`src/rtl/sram_cycle_ctrl.sv`:
```
// rtl/sram_cycle_ctrl.sv - single-access SRAM cycle sequencer with programmable strobe width (optional SRAM_AUTOINC_EN address counter)
module sram_cycle_ctrl #(
    parameter int ADDR_W = 21,
    parameter int DATA_W = 8,
    parameter int WAIT_W = 3
) (
    input  logic              clk,
    input  logic              reset_n,
    input  logic              req_valid,
    output logic              req_ready,
    input  logic              req_we,
    input  logic              req_inc,
    input  logic [ADDR_W-1:0] req_addr,
    input  logic [DATA_W-1:0] req_wdata,
    input  logic [WAIT_W-1:0] wait_states,
    output logic              done,
    output logic [DATA_W-1:0] rsp_data,
    output logic [ADDR_W-1:0] sram_addr,
    output logic [DATA_W-1:0] sram_dq_out,
    output logic              sram_dq_oe,
    input  logic [DATA_W-1:0] sram_dq_in,
    output logic              sram_ce_n,
    output logic              sram_oe_n,
    output logic              sram_we_n
);

    localparam logic [WAIT_W-1:0] CNT_ONE  = WAIT_W'(1);
    localparam logic [ADDR_W-1:0] ADDR_ONE = ADDR_W'(1);

    typedef enum logic [1:0] {
        IDLE   = 2'd0,
        SETUP  = 2'd1,
        STROBE = 2'd2,
        HOLD   = 2'd3
    } state_t;

    state_t              state_q, state_d;
    logic [WAIT_W-1:0]   cnt_q, cnt_d;
    logic                we_q, we_d;
    logic [ADDR_W-1:0]   addr_q, addr_d;
    logic [DATA_W-1:0]   dq_out_q, dq_out_d;
    logic [DATA_W-1:0]   rsp_q, rsp_d;
    logic                dq_oe_q, dq_oe_d;
    logic                ce_n_q, ce_n_d;
    logic                oe_n_q, oe_n_d;
    logic                we_n_q, we_n_d;
    logic                done_q, done_d;
    logic [ADDR_W-1:0]   acc_addr;
    logic                accept;

    assign accept = (state_q == IDLE) && req_valid;

`ifdef SRAM_AUTOINC_EN
    logic [ADDR_W-1:0] inc_q, inc_d;

    // Address source select and next auto-increment value, both resolved at the accept edge
    always_comb begin
        inc_d    = inc_q;
        acc_addr = req_inc ? inc_q : req_addr;
        if (accept) begin
            inc_d = acc_addr + ADDR_ONE;
        end
    end

    // Auto-increment counter register; wraps naturally at 2^ADDR_W
    always_ff @(posedge clk or negedge reset_n) begin
        if (!reset_n) begin
            inc_q <= '0;
        end else begin
            inc_q <= inc_d;
        end
    end
`else
    logic unused_req_inc;
    assign unused_req_inc = req_inc;

    // Without the counter every access uses the supplied address
    always_comb begin
        acc_addr = req_addr;
    end
`endif

    // Next-state and next-output decode; every pin is registered so it changes only on clk
    always_comb begin
        state_d  = state_q;
        cnt_d    = cnt_q;
        we_d     = we_q;
        addr_d   = addr_q;
        dq_out_d = dq_out_q;
        rsp_d    = rsp_q;
        dq_oe_d  = dq_oe_q;
        ce_n_d   = ce_n_q;
        oe_n_d   = oe_n_q;
        we_n_d   = we_n_q;
        done_d   = 1'b0;
        case (state_q)
            IDLE: begin
                if (req_valid) begin
                    state_d  = SETUP;
                    we_d     = req_we;
                    cnt_d    = wait_states;
                    addr_d   = acc_addr;
                    dq_out_d = req_wdata;
                    ce_n_d   = 1'b0;
                    dq_oe_d  = req_we;
                end
            end
            SETUP: begin
                state_d = STROBE;
                oe_n_d  = we_q;
                we_n_d  = !we_q;
            end
            STROBE: begin
                if (cnt_q == '0) begin
                    state_d = HOLD;
                    oe_n_d  = 1'b1;
                    we_n_d  = 1'b1;
                    done_d  = 1'b1;
                    if (!we_q) begin
                        rsp_d = sram_dq_in;
                    end
                end else begin
                    cnt_d = cnt_q - CNT_ONE;
                end
            end
            HOLD: begin
                state_d = IDLE;
                ce_n_d  = 1'b1;
                dq_oe_d = 1'b0;
            end
            default: begin
                state_d = IDLE;
            end
        endcase
    end

    // Sequencer state and registered pin drivers; reset aborts any access in flight
    always_ff @(posedge clk or negedge reset_n) begin
        if (!reset_n) begin
            state_q  <= IDLE;
            cnt_q    <= '0;
            we_q     <= 1'b0;
            addr_q   <= '0;
            dq_out_q <= '0;
            rsp_q    <= '0;
            dq_oe_q  <= 1'b0;
            ce_n_q   <= 1'b1;
            oe_n_q   <= 1'b1;
            we_n_q   <= 1'b1;
            done_q   <= 1'b0;
        end else begin
            state_q  <= state_d;
            cnt_q    <= cnt_d;
            we_q     <= we_d;
            addr_q   <= addr_d;
            dq_out_q <= dq_out_d;
            rsp_q    <= rsp_d;
            dq_oe_q  <= dq_oe_d;
            ce_n_q   <= ce_n_d;
            oe_n_q   <= oe_n_d;
            we_n_q   <= we_n_d;
            done_q   <= done_d;
        end
    end

    assign req_ready   = (state_q == IDLE);
    assign done        = done_q;
    assign rsp_data    = rsp_q;
    assign sram_addr   = addr_q;
    assign sram_dq_out = dq_out_q;
    assign sram_dq_oe  = dq_oe_q;
    assign sram_ce_n   = ce_n_q;
    assign sram_oe_n   = oe_n_q;
    assign sram_we_n   = we_n_q;

endmodule
```
`config.mk`:
```
export PLATFORM = sky130hd
export DESIGN_NAME = sram_cycle_ctrl
export DESIGN_NICKNAME = d
export VERILOG_FILES = /design/src/rtl/sram_cycle_ctrl.sv
export SDC_FILE = /design/constraint.sdc
export NUM_CORES = 1
export LEC_CHECK = 0
export CORE_MARGIN = 1
export CORE_UTILIZATION = 45
export DETAILED_ROUTE_END_ITERATION = 12
export PLACE_DENSITY = 0.84
export SYNTH_ARGS = -nofsm -noshare
export SYNTH_HDL_FRONTEND = slang
export SYNTH_SLANG_ARGS = --single-unit
```
`constraint.sdc`:
```
create_clock -name clk -period 3.6 [get_ports clk]
set_input_delay 0.72 -clock clk [delete_from_list [all_inputs] [get_ports clk]]
set_output_delay 0.72 -clock clk [all_outputs]
set_load 0.005 [all_outputs]
```
Word level (Yosys, flattened, before mapping)
Index checks and enable logic that the tools add are counted.
- $add $sub $neg: 1
- eq/ne operators: 6
- multiplexer cells: 15
- bitwise operators: 1
- reductions and logical operators: 12
- operators with widths (operator ; count):
    $pmux W1 S2 ; 4
    $pmux W2 S4 ; 1
    $reduce_and A2 Y1 ; 4
    $mux W3 ; 2
    $ne A2 B2 Y1 const B ; 3
    $pmux W3 S2 ; 1
    $reduce_and A3 Y1 ; 2
    $reduce_bool A2 Y1 ; 3
    $mux W1 ; 5
    $eq A2 B2 Y1 const B ; 2
    $mux W2 ; 2
    $logic_not A3 Y1 ; 1
    $sub A3 B1 Y3 const B ; 1
    $eq A2 B1 Y1 const B ; 1
    $logic_not A2 Y1 ; 1
    $logic_not A1 Y1 ; 1
    $not A1 Y1 ; 1
- register bits after elaboration: 48
- input bits: 45
- logic and storage cells: 46

Longest topological paths before layout
Gate-level depths: netlist (run 1).
- depth in word-level cells: 3
- gate-level depth with buffers: 6
- gate-level depth less buffers: 5

Least setup slack after synthesis (run 1)
No wires, ideal clock.
- kind: register -> register
- from: register state_q[0]
- to: register rsp_q[0], in the netlist rsp_data[0]
- arrival: 1.472 ns
- setup slack: 2.003 ns
- cell stages (with the launch flop): 5
- buffers on the path: 0
- clock period less this slack: 1.597 ns
- cell sequence: dfrtp_1 > inv_1 > ha_1 > nor3b_4 > mux2_2
- longest elaborated chain between the ends: 2
- RTL lines (item ; line ; source):
    start: declaration ; 37 ; state_t state_q, state_d;
    start signal: assignment ; 152 ; state_q <= state_d;
    $eq A2 B2 Y1 ; 96 ; case (state_q)
    $reduce_and A3 Y1 (no source line) ; -- ;
    end signal: assignment ; 157 ; rsp_q <= rsp_d;
    end: declaration ; 42 ; logic [DATA_W-1:0] rsp_q, rsp_d;
Every way passes these cells.
A chain may end at the register's enable or synchronous reset.

Worst setup path after layout (run 1)
- from: register state_q[0]
- to: output port req_ready
- longest elaborated chain between the ends: 1
- RTL lines (item ; line ; source):
    $logic_not A2 Y1 ; 166 ; assign req_ready = (state_q == IDLE);
    end: declaration ; 10 ; output logic req_ready,
Every way passes these cells.

==> results.txt, run 1 <==
status -> finished, final reports clean
total wire length -> 4.19 mm
final clock skew -> 2.61 ps
initial DRC count -> 82
Crit Path Max Fanout -> 7
FP Rows -> 24
FF+latch count, synth -> 48
largest net degree at the start of global routing -> 49
Synth warnings -> 0
TritonCTS clock tree -> done
Post-DRT Antenna Nets -> 0
sequential share of the synthesized area -> 58.8%
post-route cell area -> 3090 um^2
Setup crit start kind -> register
HPWL Detailed -> 2.99 mm
initial antenna violation count -> 0
CTS buffer count -> 5
CTS Root Cell -> clkbuf_8
Yosys top cell by area -> dfrtp_1
crit path DAT -> 1730 ps
I/O pin total -> 88
GP Congestion -> 0.756
leakage -> 1.35 nW
Hold Path Class -> reg -> reg
most frequent cells in the layout -> clkdlybuf4s50_1, dfrtp_1, mux2_2
clk slew on worst S/H paths -> 80 ps
Yosys cell types -> 26
vias in the first global route -> 1527
Slew Limit Fails -> 0
Resized cells post-CTS -> 0
Max Root-Sink Buffers -> 2
final setup vio count -> 0
Die Wd -> 69.5 um
Fin. Hold Viols -> 0
DR vias/cell -> 4.96
CTS sink cnt -> 48
H-Tree Depth -> 2
setup_tns -> 0 ps
share of cells above drive strength 1 -> 24.8%
die footprint -> 4830 um^2
CTS hold repair buffers -> 0
Syn Nets -> 195
area growth from synthesis to layout -> 50.9%
Avg Inst Size Synth -> 14.4 um^2
Wirelength per Cell -> 14.6 um
Power Density -> 842 nW/um^2
DIE HEIGHT -> 69.5 um
most common cell after layout, fill and taps aside -> clkdlybuf4s50_1
FMAX -> 0.408 GHz
Period Utilization, post-route -> 68.1%
Mapped Area -> 2050 um^2
fin nets -> 286
global-route wire length before repair -> 6.95 mm
IO Port Bufs -> 86
TritonRoute pass-1 iters -> 4
top post-synthesis cells by area -> dfrtp_1, mux2_2, ha_1
critical path capture point type -> output pin
gate count after technology mapping -> 142
CORE AREA -> 4350 um^2
critical path class -> reg -> out
area post-placement -> 2960 um^2
Max-cap violations -> 0
Yosys top cell area share -> 55.0%
Starting Density -> 47.0%
RSZ-0062 raised after global routing -> no
Req. time, crit path -> 2880 ps
Slew headroom -> 29.8%
worst slew pin tran -> 1050 ps
Max IR drop VDD -> 423 uV
via count -> 1419
Post-CTS Setup Repair Bufs -> 0
clock latency on the worst-skew pair -> 300 ps
Residual DRC -> 0
total congestion overflow -> 0
Diodes inserted -> 0
gr usage total -> 18.3%
fillers -> 315
minimum clock period -> 2450 ps
metal layers:
layer | global-route usage, % | wire length, um
met4 | 7.03 | 53
met1 | 23.2 | 1900
met5 | 0 | 0
met2 | 29.6 | 1990
met3 | 5.52 | 247
power by group:
| part | switching (mW) | total [mW] | internal (mW) |
|---|---|---|---|
| Combinational | 0.406 | 1.20 | 0.798 |
| Sequential | 0.152 | 0.977 | 0.825 |
| Clock | 0.175 | 0.420 | 0.245 |
| Total | 0.733 | 2.60 | 1.87 |
per-stage QoR:
stage	power [mW]	cells	utilization, %	hold WS (ps)	setup WS [ps]
global route	2.76	286	71.0	490	1030
CTS	2.63	286	71.0	479	1140
detailed placement	2.19	278	68.1	467	1390
floorplan	1.54	142	-	424	2000
finish	2.60	286	71.0	475	1150
global placement	2.16	278	68.1	460	1440
synthesized netlist by cell type:
cell type,n
nand3b_1,1
and2_1,1
mux2i_1,4
nor2_1,2
a21oi_1,5
and2b_1,1
o221a_2,1
and4bb_2,1
nor3_1,1
nor3b_4,1
inv_1,6
nand3_1,2
o21bai_1,1
ha_1,8
dfrtp_1,45
and2b_2,1
dfstp_2,3
nand2_1,3
o21ai_0,3
mux2_2,39
nor2b_1,5
buf_2,4
nand2b_4,1
or3_1,1
a31oi_1,1
o32a_1,1
area by class of cell:
cell class                 count  area (um^2)  area share [%]
clock buffer                   7         96.3            3.12
clock inverter                 1         30.0           0.972
inverter                       6         22.5           0.729
multi-input combinational     84          801            25.9
sequential                    48         1200            39.0
tap                           52         65.1            2.11
timing repair buffer          88          871            28.2
registers in the layout, indices dropped and copies added, names as in the netlist:
signal	cells
cnt_q	3
sram_we_n	1
sram_dq_oe	1
done	1
we_q	1
sram_ce_n	1
sram_oe_n	1
sram_addr	21
rsp_data	8
sram_dq_out	8
state_q	2
cell families (layout without fill, tap and decap cells):
family / count (synthesis) / after routing / share of synthesized area [%]
muxes: 43 / 43 / 23.4
and+or+nand+nor: 21 / 21 / 7.15
AOI/OAI and AO/OA: 12 / 12 / 3.67
buffers and inverters: 10 / 102 / 2.08
adders and majority gates: 8 / 8 / 4.89
DFF: 48 / 48 / 58.8
critical path: stages (launching register included):
cell             delay [ps]
dfrtp_1                 420
inv_1                   140
ha_1                    320
clkdlybuf4s50_1         550
path summary, 6_finish.rpt:
| kind | endpoint | from | slack [ps] | depth (start not counted) |
|---|---|---|---|---|
| max in group asynchronous | done | reset_n | 2350 | 1 |
| min | sram_ce_n | sram_ce_n | 470 | 2 |
| max reg2reg | rsp_data[3] | state_q[0] | 1750 | 4 |
| max | req_ready | state_q[0] | 1150 | 3 |
| min reg2reg | sram_ce_n | sram_ce_n | 470 | 2 |
| min in group asynchronous | sram_addr[5] | reset_n | 610 | 1 |
No activity file was read; power rests on OpenSTA's default activity.
==> run 2, diff against run 1 <==
- CORE_UTILIZATION: 45 -> 38
- PLACE_DENSITY: 0.84 -> 0.76
- clock period: 3.6 -> 2.2 ns (I/O delays scaled with it)
==> run 2 against run 1 <==
Net effect: critical path depth unchanged; routed wire length grew 1.3%; worst setup slack worse by 1100 ps; sequential share of layout area down 0.42 points; first-iteration DRC count decreased by 44%; register-to-register slack got worse by 1300 ps; largest power group unchanged; sequential power grew 64%; clock skew grew 1.4 ps; sequential cell count stayed put; die area increased by 18%; count of clock-buffer cells in the layout shrank 1.
==> results.txt, run 2 (synthesis results as in run 1) <==
share of cells above drive strength 1 -> 25.4%
CTS buffer count -> 5
setup_tns -> 0 ps
status -> finished, final reports clean
flop-to-flop setup slack -> 480 ps
Req. time, crit path -> 1760 ps
final setup vio count -> 0
Max IR drop VDD -> 787 uV
worst slew pin tran -> 435 ps
Max-cap violations -> 0
gr usage total -> 16.5%
CP bufs+invs -> 2
via count -> 1424
minimum clock period -> 2100 ps
initial DRC count -> 46
Period Utilization, post-route -> 95.5%
Reg2Reg Depth -> 5
CTS sink cnt -> 48
Slew headroom -> 71.0%
most frequent cells in the layout -> clkdlybuf4s50_1, dfrtp_1, mux2_2
critical path class -> reg -> out
clock latency on the worst-skew pair -> 290 ps
most common cell after layout, fill and taps aside -> clkdlybuf4s50_1
DR vias/cell -> 4.65
Fin. Hold Viols -> 0
Die Wd -> 75.4 um
Setup WS post-layout -> 98.6 ps
Hold Path Class -> in -> async
H-Tree Depth -> 2
die footprint -> 5690 um^2
Residual DRC -> 0
Post-Layout Cell Count -> 306
IO Port Bufs -> 86
delay-heaviest family, CP -> buffers and inverters
fin nets -> 288
CTS hold repair buffers -> 0
Diodes inserted -> 0
initial antenna violation count -> 0
Starting Density -> 39.8%
Wirelength per Cell -> 13.9 um
clk slew on worst S/H paths -> 80 ps
I/O pin total -> 88
critical path capture point type -> output pin
max incr delay on CP -> 530 ps
cell depth of the worst setup path -> 3
worst-path cell chain -> inv_1, ha_2, clkdlybuf4s50_1
GP Congestion -> 0.731
Hold Slack -> 75.4 ps
max reg flops -> 21
global-route wire length before repair -> 6.86 mm
final clock skew -> 3.97 ps
FP Rows -> 26
RR Endpoint -> rsp_data[7]
placed cells -> 298
total wire length -> 4.24 mm
HPWL Detailed -> 3.21 mm
fin util -> 60.8%
DIE HEIGHT -> 75.4 um
total congestion overflow -> 0
CTS Root Cell -> clkbuf_8
TritonRoute pass-1 iters -> 4
crit path DAT -> 1660 ps
Power Density -> 1350 nW/um^2
vias in the first global route -> 1490
Max Root-Sink Buffers -> 2
fillers -> 438
RSZ-0062 raised after global routing -> no
CORE AREA -> 5140 um^2
FMAX -> 0.476 GHz
Post-CTS Setup Repair Bufs -> 0
Setup crit start kind -> register
area growth from synthesis to layout -> 52.5%
Crit Path Max Fanout -> 7
Post-DRT Antenna Nets -> 0
largest net degree at the start of global routing -> 32
worst r2r src -> cnt_q[0]
leakage -> 1.35 nW
Slew Limit Fails -> 0
Resized cells post-CTS -> 1
slowest stage cell, crit path -> clkdlybuf4s50_1
TritonCTS clock tree -> done
pre-CTS worst setup slack -> 315 ps
run 2: changes by cell type in the layout (fill, tap and decap cells not counted):
cell / before / now
clkbuf_8: 7 / 5
ha_2: 0 / 1
clkbuf_1: 0 / 1
buf_12: 0 / 1
clkinv_2: 0 / 1
buf_4: 2 / 3
ha_1: 8 / 7
run 2: where the power goes:
part / switching [mW] / total [mW] / internal (mW)
clock network: 0.281 / 0.618 / 0.337
logic: 0.668 / 1.99 / 1.32
registers: 0.246 / 1.60 / 1.35
total: 1.20 / 4.20 / 3.01
run 2: layout make-up:
| type | instances | area, um^2 | area share, % |
|---|---|---|---|
| inverter | 6 | 22.5 | 0.721 |
| tap | 70 | 87.6 | 2.80 |
| timing repair buffer | 90 | 898 | 28.8 |
| clock inverter | 2 | 35.0 | 1.12 |
| clock buffer | 6 | 72.6 | 2.32 |
| sequential | 48 | 1200 | 38.6 |
| multi-input combinational | 84 | 803 | 25.7 |
run 2: worst max path at each step:
stage | from | endpoint
2_1_floorplan | state_q[0] | rsp_data[0]
3_3_place_gp | req_valid | state_q[1]
3_5_place_dp | req_valid | state_q[1]
4_1_cts | state_q[0] | req_ready
5_1_grt | state_q[0] | req_ready
6_report | state_q[0] | req_ready
run 2: per-layer routing:
metal  track usage (%)  share of wire [%]
met3              9.92                 12
met5                 0                  0
met2              25.6                 46
met1              19.5                 41
met4              4.32               0.42
run 2: metrics by stage:
| stage | area (um^2) | power, mW |
|---|---|---|
| after global routing | 3120 | 4.54 |
| final | 3120 | 4.20 |
| after CTS | 3120 | 4.27 |
| after detailed placement | 3010 | 3.62 |
| after global placement | 3010 | 3.57 |
| after floorplan | 2050 | 2.52 |
